`config.mk`:
```
export PLATFORM = sky130hd
export DESIGN_NAME = ifetch_queue_flat
export DESIGN_NICKNAME = d
export VERILOG_FILES = /design/src/rtl/ifetch_queue_if.sv /design/src/rtl/ifetch_queue.sv /design/src/flat_wrapper.sv
export SDC_FILE = /design/constraint.sdc
export NUM_CORES = 1
export LEC_CHECK = 0
export CORE_AREA = 2 2 134 136
export DETAILED_ROUTE_END_ITERATION = 7
export DIE_AREA = 0 0 136 138
export PLACE_DENSITY_LB_ADDON = 0.05
export SYNTH_ARGS = -nofsm -noshare
export SYNTH_HDL_FRONTEND = slang
export SYNTH_SLANG_ARGS = --single-unit
```
`constraint.sdc`:
```
create_clock -name clk -period 2.85 [get_ports clk]
set_input_delay 0.57 -clock clk [delete_from_list [all_inputs] [get_ports clk]]
set_output_delay 0.57 -clock clk [all_outputs]
set_load 0.05 [all_outputs]
```
`src/rtl/ifetch_queue_if.sv`:
```
// Fetch-side bundle of the instruction prefetch queue: memory fetch handshake and IR handoff.
// master: queue side (drives mem_req/mem_addr/ir_*); slave: memory plus consumer side.
interface ifetch_queue_if;
    logic        mem_req;
    logic [15:0] mem_addr;
    logic        mem_ack;
    logic [15:0] mem_data;
    logic        ir_valid;
    logic [15:0] ir_data;
    logic [15:0] ir_pc;
    logic        ir_take;

    modport master (
        output mem_req, mem_addr,
        input  mem_ack, mem_data,
        output ir_valid, ir_data, ir_pc,
        input  ir_take
    );

    modport slave (
        input  mem_req, mem_addr,
        output mem_ack, mem_data,
        input  ir_valid, ir_data, ir_pc,
        output ir_take
    );
endinterface

```
`src/rtl/ifetch_queue.sv`:
```
// Instruction prefetch queue ahead of the IR: DEPTH {word, pc} entries, flush redirects fetch.
// Ports: clk, reset (async low), bus (ifetch_queue_if.master), flush/flush_pc, count, odd_trap.
// Define IFETCH_ODD_TRAP_EN to trap odd redirect addresses instead of rounding them down.
module ifetch_queue #(
    parameter int          DEPTH    = 4,
    parameter logic [15:0] RESET_PC = 16'o000000
) (
    input  logic                   clk,
    input  logic                   reset,
    ifetch_queue_if.master         bus,
    input  logic                   flush,
    input  logic [15:0]            flush_pc,
    output logic [$clog2(DEPTH):0] count,
    output logic                   odd_trap
);
    localparam int AW = $clog2(DEPTH);
    localparam int CW = AW + 1;

    logic [15:0]   word_q [DEPTH];
    logic [15:0]   pc_q   [DEPTH];
    logic [AW-1:0] head_q;
    logic [AW-1:0] tail_q;
    logic [CW-1:0] count_q;
    logic [CW-1:0] count_d;
    logic [15:0]   fpc_q;
    logic          trap_q;
    logic          push;
    logic          pop;

    assign bus.mem_req  = reset && (count_q != CW'(DEPTH)) && !trap_q;
    assign bus.mem_addr = fpc_q;
    assign bus.ir_valid = (count_q != '0);
    assign bus.ir_data  = word_q[head_q];
    assign bus.ir_pc    = pc_q[head_q];
    assign count        = count_q;
    assign odd_trap     = trap_q;

    assign push = bus.mem_req && bus.mem_ack && !flush;
    assign pop  = bus.ir_take && bus.ir_valid && !flush;

    // push and pop exclude flush, so the arms are mutually exclusive
    always_comb begin
        count_d = count_q;
        unique case (1'b1)
            flush:          count_d = '0;
            push && !pop:   count_d = count_q + 1'b1;
            !push && pop:   count_d = count_q - 1'b1;
            default:        count_d = count_q;
        endcase
    end

    always_ff @(posedge clk or negedge reset) begin
        if (!reset) begin
            head_q  <= '0;
            tail_q  <= '0;
            count_q <= '0;
            fpc_q   <= RESET_PC;
        end else begin
            count_q <= count_d;
            if (flush) begin
                head_q <= '0;
                tail_q <= '0;
`ifdef IFETCH_ODD_TRAP_EN
                // an odd target freezes fetch at the old pc
                if (!flush_pc[0]) fpc_q <= flush_pc;
`else
                fpc_q <= {flush_pc[15:1], 1'b0};
`endif
            end else begin
                if (push) begin
                    tail_q <= tail_q + 1'b1;
                    fpc_q  <= fpc_q + 16'd2;
                end
                if (pop) head_q <= head_q + 1'b1;
            end
        end
    end

`ifdef IFETCH_ODD_TRAP_EN
    always_ff @(posedge clk or negedge reset) begin
        if (!reset)     trap_q <= 1'b0;
        else if (flush) trap_q <= flush_pc[0];
    end
`else
    logic unused_flush_lsb;
    assign unused_flush_lsb = flush_pc[0];
    assign trap_q = 1'b0;
`endif

    // storage carries no reset; contents are only meaningful under count
    always_ff @(posedge clk) begin
        if (push) begin
            word_q[tail_q] <= bus.mem_data;
            pc_q[tail_q]   <= fpc_q;
        end
    end
endmodule
```
`src/flat_wrapper.sv`:
```
// flat-port wrapper written by rule: the top's interface ports become plain ports
module ifetch_queue_flat 
#(
    parameter int          DEPTH    = 4,
    parameter logic [15:0] RESET_PC = 16'o000000
)
  (clk, reset, flush, flush_pc, count, odd_trap, bus_mem_req, bus_mem_addr, bus_mem_ack, bus_mem_data, bus_ir_valid, bus_ir_data, bus_ir_pc, bus_ir_take);
  ifetch_queue_if bus_i ();
  input  logic clk;
  input  logic reset;
  input  logic flush;
  input  logic [15:0] flush_pc;
  output logic [$clog2(DEPTH):0] count;
  output logic odd_trap;
  output wire logic [$bits(bus_i.mem_req)-1:0] bus_mem_req;
  output wire logic [$bits(bus_i.mem_addr)-1:0] bus_mem_addr;
  input wire logic [$bits(bus_i.mem_ack)-1:0] bus_mem_ack;
  input wire logic [$bits(bus_i.mem_data)-1:0] bus_mem_data;
  output wire logic [$bits(bus_i.ir_valid)-1:0] bus_ir_valid;
  output wire logic [$bits(bus_i.ir_data)-1:0] bus_ir_data;
  output wire logic [$bits(bus_i.ir_pc)-1:0] bus_ir_pc;
  input wire logic [$bits(bus_i.ir_take)-1:0] bus_ir_take;
  assign bus_mem_req = bus_i.mem_req;
  assign bus_mem_addr = bus_i.mem_addr;
  assign bus_i.mem_ack = bus_mem_ack;
  assign bus_i.mem_data = bus_mem_data;
  assign bus_ir_valid = bus_i.ir_valid;
  assign bus_ir_data = bus_i.ir_data;
  assign bus_ir_pc = bus_i.ir_pc;
  assign bus_i.ir_take = bus_ir_take;
  ifetch_queue #(.DEPTH(DEPTH), .RESET_PC(RESET_PC)) u_core (.clk(clk), .reset(reset), .bus(bus_i), .flush(flush), .flush_pc(flush_pc), .count(count), .odd_trap(odd_trap));
endmodule
```
==> out/results.ini <==
[outcome]
status = completed

[route]
firstDrtPassIters = 6
drt-vias-per-instance = 4.850
wl_um = 12400
drt_iter0_markers = 133
wire_per_inst_um = 18.24
drtAntennaViolNets = 0
drc_errors = 0
vias = 3298

[die]
io_pins = 91
die_x_um = 136
die-area_um2 = 18770
core-area_um2 = 17530
dieHeight_um = 138
rows = 49
initial_core_util_pct = 33.82

[placed_design]
place_inst = 648
numPortBuffers = 86
gp_congestion = 0.7387
pre_cts_ws_ps = 11.67
dp_hpwl_um = 7841

[worst_setup_path]
arrival_ps = 2180
path_delay_family = buffers and inverters
regToRegEndpoint = u_core.count[2]
worstPathRequired_ps = 2280
worstSetupPathType = flop to primary output
rr_startpoint = u_core.count[2]
worst-path-buf-inv = 1
crit_chain = or3_2, clkdlybuf4s50_1
reg2reg_slack_ps = 300
crit_fanout = 6
worstSetupStartpoint = u_core.count[1]
start_kind = flop
rr_worst_depth = 11
max_stage_delay_ps = 730
endpoint_kind = primary output
slowest_stage = clkdlybuf4s50_1

[clock_network]
clkTransAtPathRegs_ps = 60
cts_resized = 0
cts_buffers = 17
cts_setup_buffers = 0
cts_max_path_buffers = 2
cts-root-buf = clkbuf_16
cts_tree = built
clk_latency_ps = 410
postCtsHoldBufs = 0
clock-sinks = 146
h-tree-depth = 4

[global_route]
grt_pass1_vias = 3466
grt_usage_pct = 14.01
antenna_found_initial = 0
grt_pass1_wl_um = 19580
grt_max_degree = 32
global_route.overflow_total = 0

[job]
cap_violations = 0

[final_layout]
num_antenna_cells = 0
nNetsFinal = 483
layout-drive-gt1-share_pct = 27.49
final_cell_count_no_fill = 680
area_delta_synth_final_pct = 29.23
seq_area_um2 = 4277
fill_cells = 1589
multiInputGateArea_um2 = 1558

[synth]
syn_inst = 327
seq_area_frac_synth_pct = 72.08
syn_area_per_cell_um2 = 18.13
syn-cell-area_um2 = 5929
ys.warnings.count = 0
ys_ff_latch = 146
yosysUniqueCellTypes = 42

[timing]
tightest_slew_ps = 527.6
rsz0062_at_grt = false
relSlewSlack_pct = 64.72
drv_slew = 0
hold_viol = 0
max_freq_ghz = 0.3637
min_period_ps = 2749
setup_ws_ps = 100.6
final.period_utilization_pct = 96.47
fin_setup_tns_ps = 0
hold_ws_ps = 494.6
fin_worst_skew_ps = 9.950
setup_viol = 0

[power]
p_clk_share_pct = 38.1
swShare_pct = 26.15
pwr-share-seq_pct = 47.1
intPower_mw = 3.881
power.switching_mw = 1.374
combPwrFrac_pct = 14.8
peakVddDrop_v = 0.0004161
p_leak_nw = 2.583
p_per_area_nw_per_um2 = 685.8
finalPower_mw = 5.255

[min_path]
min_from = u_core.bus.mem_addr[9]
hold_end = u_core.pc_q[0][9]
hold_path.class = flop to flop
hold_depth = 0

[layer usage]
layer / part of all wire [%] / GRT usage (%)
met1: 46 / 18.94
met5: 0 / 0
met4: 1.0 / 4.605
met2: 48 / 21.56
met3: 4.4 / 4.400
[layout by cell type, fill, tap and decap left out, types with 4 or more instances in the layout]
cell type and instances:
edfxtp_1 124, clkdlybuf4s50_1 54, buf_4 47, mux4_2 31, nand2_1 23, dfrtp_1 20
clkbuf_16 17, o21ai_0 12, inv_1 10, nor2_1 10, nand3_1 7, ha_1 7
and2_2 6, xnor2_1 6, nand4_1 6, mux2i_1 6, xor2_1 5, nor3_1 4
nor2b_1 4, clkinv_2 4, clkbuf_1 4, buf_12 4
[layout make-up]
class	instances	share of cell area, %
clock buffer	21	5.748
tap	229	3.739
timing repair buffer	105	12.70
inverter	10	0.4899
multi-input combinational	158	20.33
sequential	146	55.81
clock inverter	11	1.176
[kinds of logic after synthesis]
logic type / count (synthesis) / share of synthesized area [%]
flip-flops: 146 / 72.08
AO/OA/AOI/OAI: 24 / 2.448
adder cells (fa/ha/maj): 8 / 1.815
AND/OR/NAND/NOR: 75 / 7.322
XOR/XNOR: 11 / 1.625
other: 1 / 0.06324
buffers and inverters: 25 / 1.857
multiplexers: 37 / 12.79
[cells in the mapped netlist]
| cell type | count | area, µm² |
|---|---|---|
| dfrtp_1 | 22 | 550.5 |
| edfxtp_1 | 124 | 3724 |
| nor4_1 | 3 | 18.77 |
| conb_1 | 1 | 3.750 |
| nor4b_1 | 2 | 17.52 |
| nor3b_4 | 1 | 18.77 |
| and2_1 | 4 | 25.02 |
| nand4_1 | 6 | 37.54 |
| buf_4 | 3 | 22.52 |
| buf_1 | 2 | 7.510 |
| or3b_4 | 1 | 11.26 |
| clkbuf_1 | 6 | 22.52 |
| nand3_1 | 7 | 35.03 |
| fa_1 | 1 | 20.02 |
| a21oi_1 | 1 | 5.000 |
| nor4_4 | 2 | 42.54 |
| o31ai_1 | 2 | 15.01 |
| o211ai_1 | 1 | 7.510 |
| nand2_2 | 1 | 6.260 |
| a22oi_1 | 3 | 22.52 |
| nor3_1 | 4 | 20.02 |
| or4_1 | 1 | 7.510 |
| xnor2_1 | 6 | 52.55 |
| o21ai_1 | 1 | 5.000 |
| buf_2 | 4 | 20.02 |
| nor2b_1 | 4 | 25.02 |
| a21o_2 | 1 | 8.760 |
| and4_1 | 1 | 8.760 |
| nor3b_1 | 1 | 7.510 |
| mux4_2 | 31 | 698.2 |
| o21ai_0 | 12 | 60.06 |
| inv_1 | 10 | 37.54 |
| mux2i_1 | 6 | 60.06 |
| xor2_1 | 5 | 43.79 |
| ha_1 | 7 | 87.58 |
| nand2_1 | 23 | 86.33 |
| or3_2 | 1 | 7.510 |
| or2_2 | 1 | 6.260 |
| and2_2 | 2 | 15.01 |
| a31o_1 | 1 | 8.760 |
| a31oi_1 | 2 | 12.51 |
| nor2_1 | 10 | 37.54 |
[power groups by stage]
stage	Sequential [mW]	Clock, mW	Combinational (mW)
2_1_floorplan	2.59	0	0.428
3_3_place_gp	2.52	0	0.788
3_5_place_dp	2.52	0	0.789
4_1_cts	2.48	2.05	0.791
5_1_grt	2.49	2.14	0.828
6_report	2.48	2.00	0.777
[worst max-delay path by stage]
stage	end	slack (ps)	depth (start not counted)
5_1_grt	bus_ir_valid	30	2
3_5_place_dp	u_core.count[2]	10	12
4_1_cts	bus_ir_valid	80	2
6_report	bus_ir_valid	100	2
3_3_place_gp	u_core.count[2]	20	12
2_1_floorplan	u_core.count[2]	170	11
[registers in the layout (all words and copies together) (netlist names)]
signal,flops
u_core.count,3
u_core.head_q,2
u_core.tail_q,2
u_core.pc_q,60
u_core.bus.mem_addr,15
u_core.word_q,64
[stage by stage]
step	util (%)	area [µm²]
2_1_floorplan	-	5937
3_3_place_gp	40.67	7132
3_5_place_dp	40.67	7132
4_1_cts	43.70	7662
5_1_grt	43.70	7662
6_report	43.70	7662
Power figures use the tool's default switching activity.
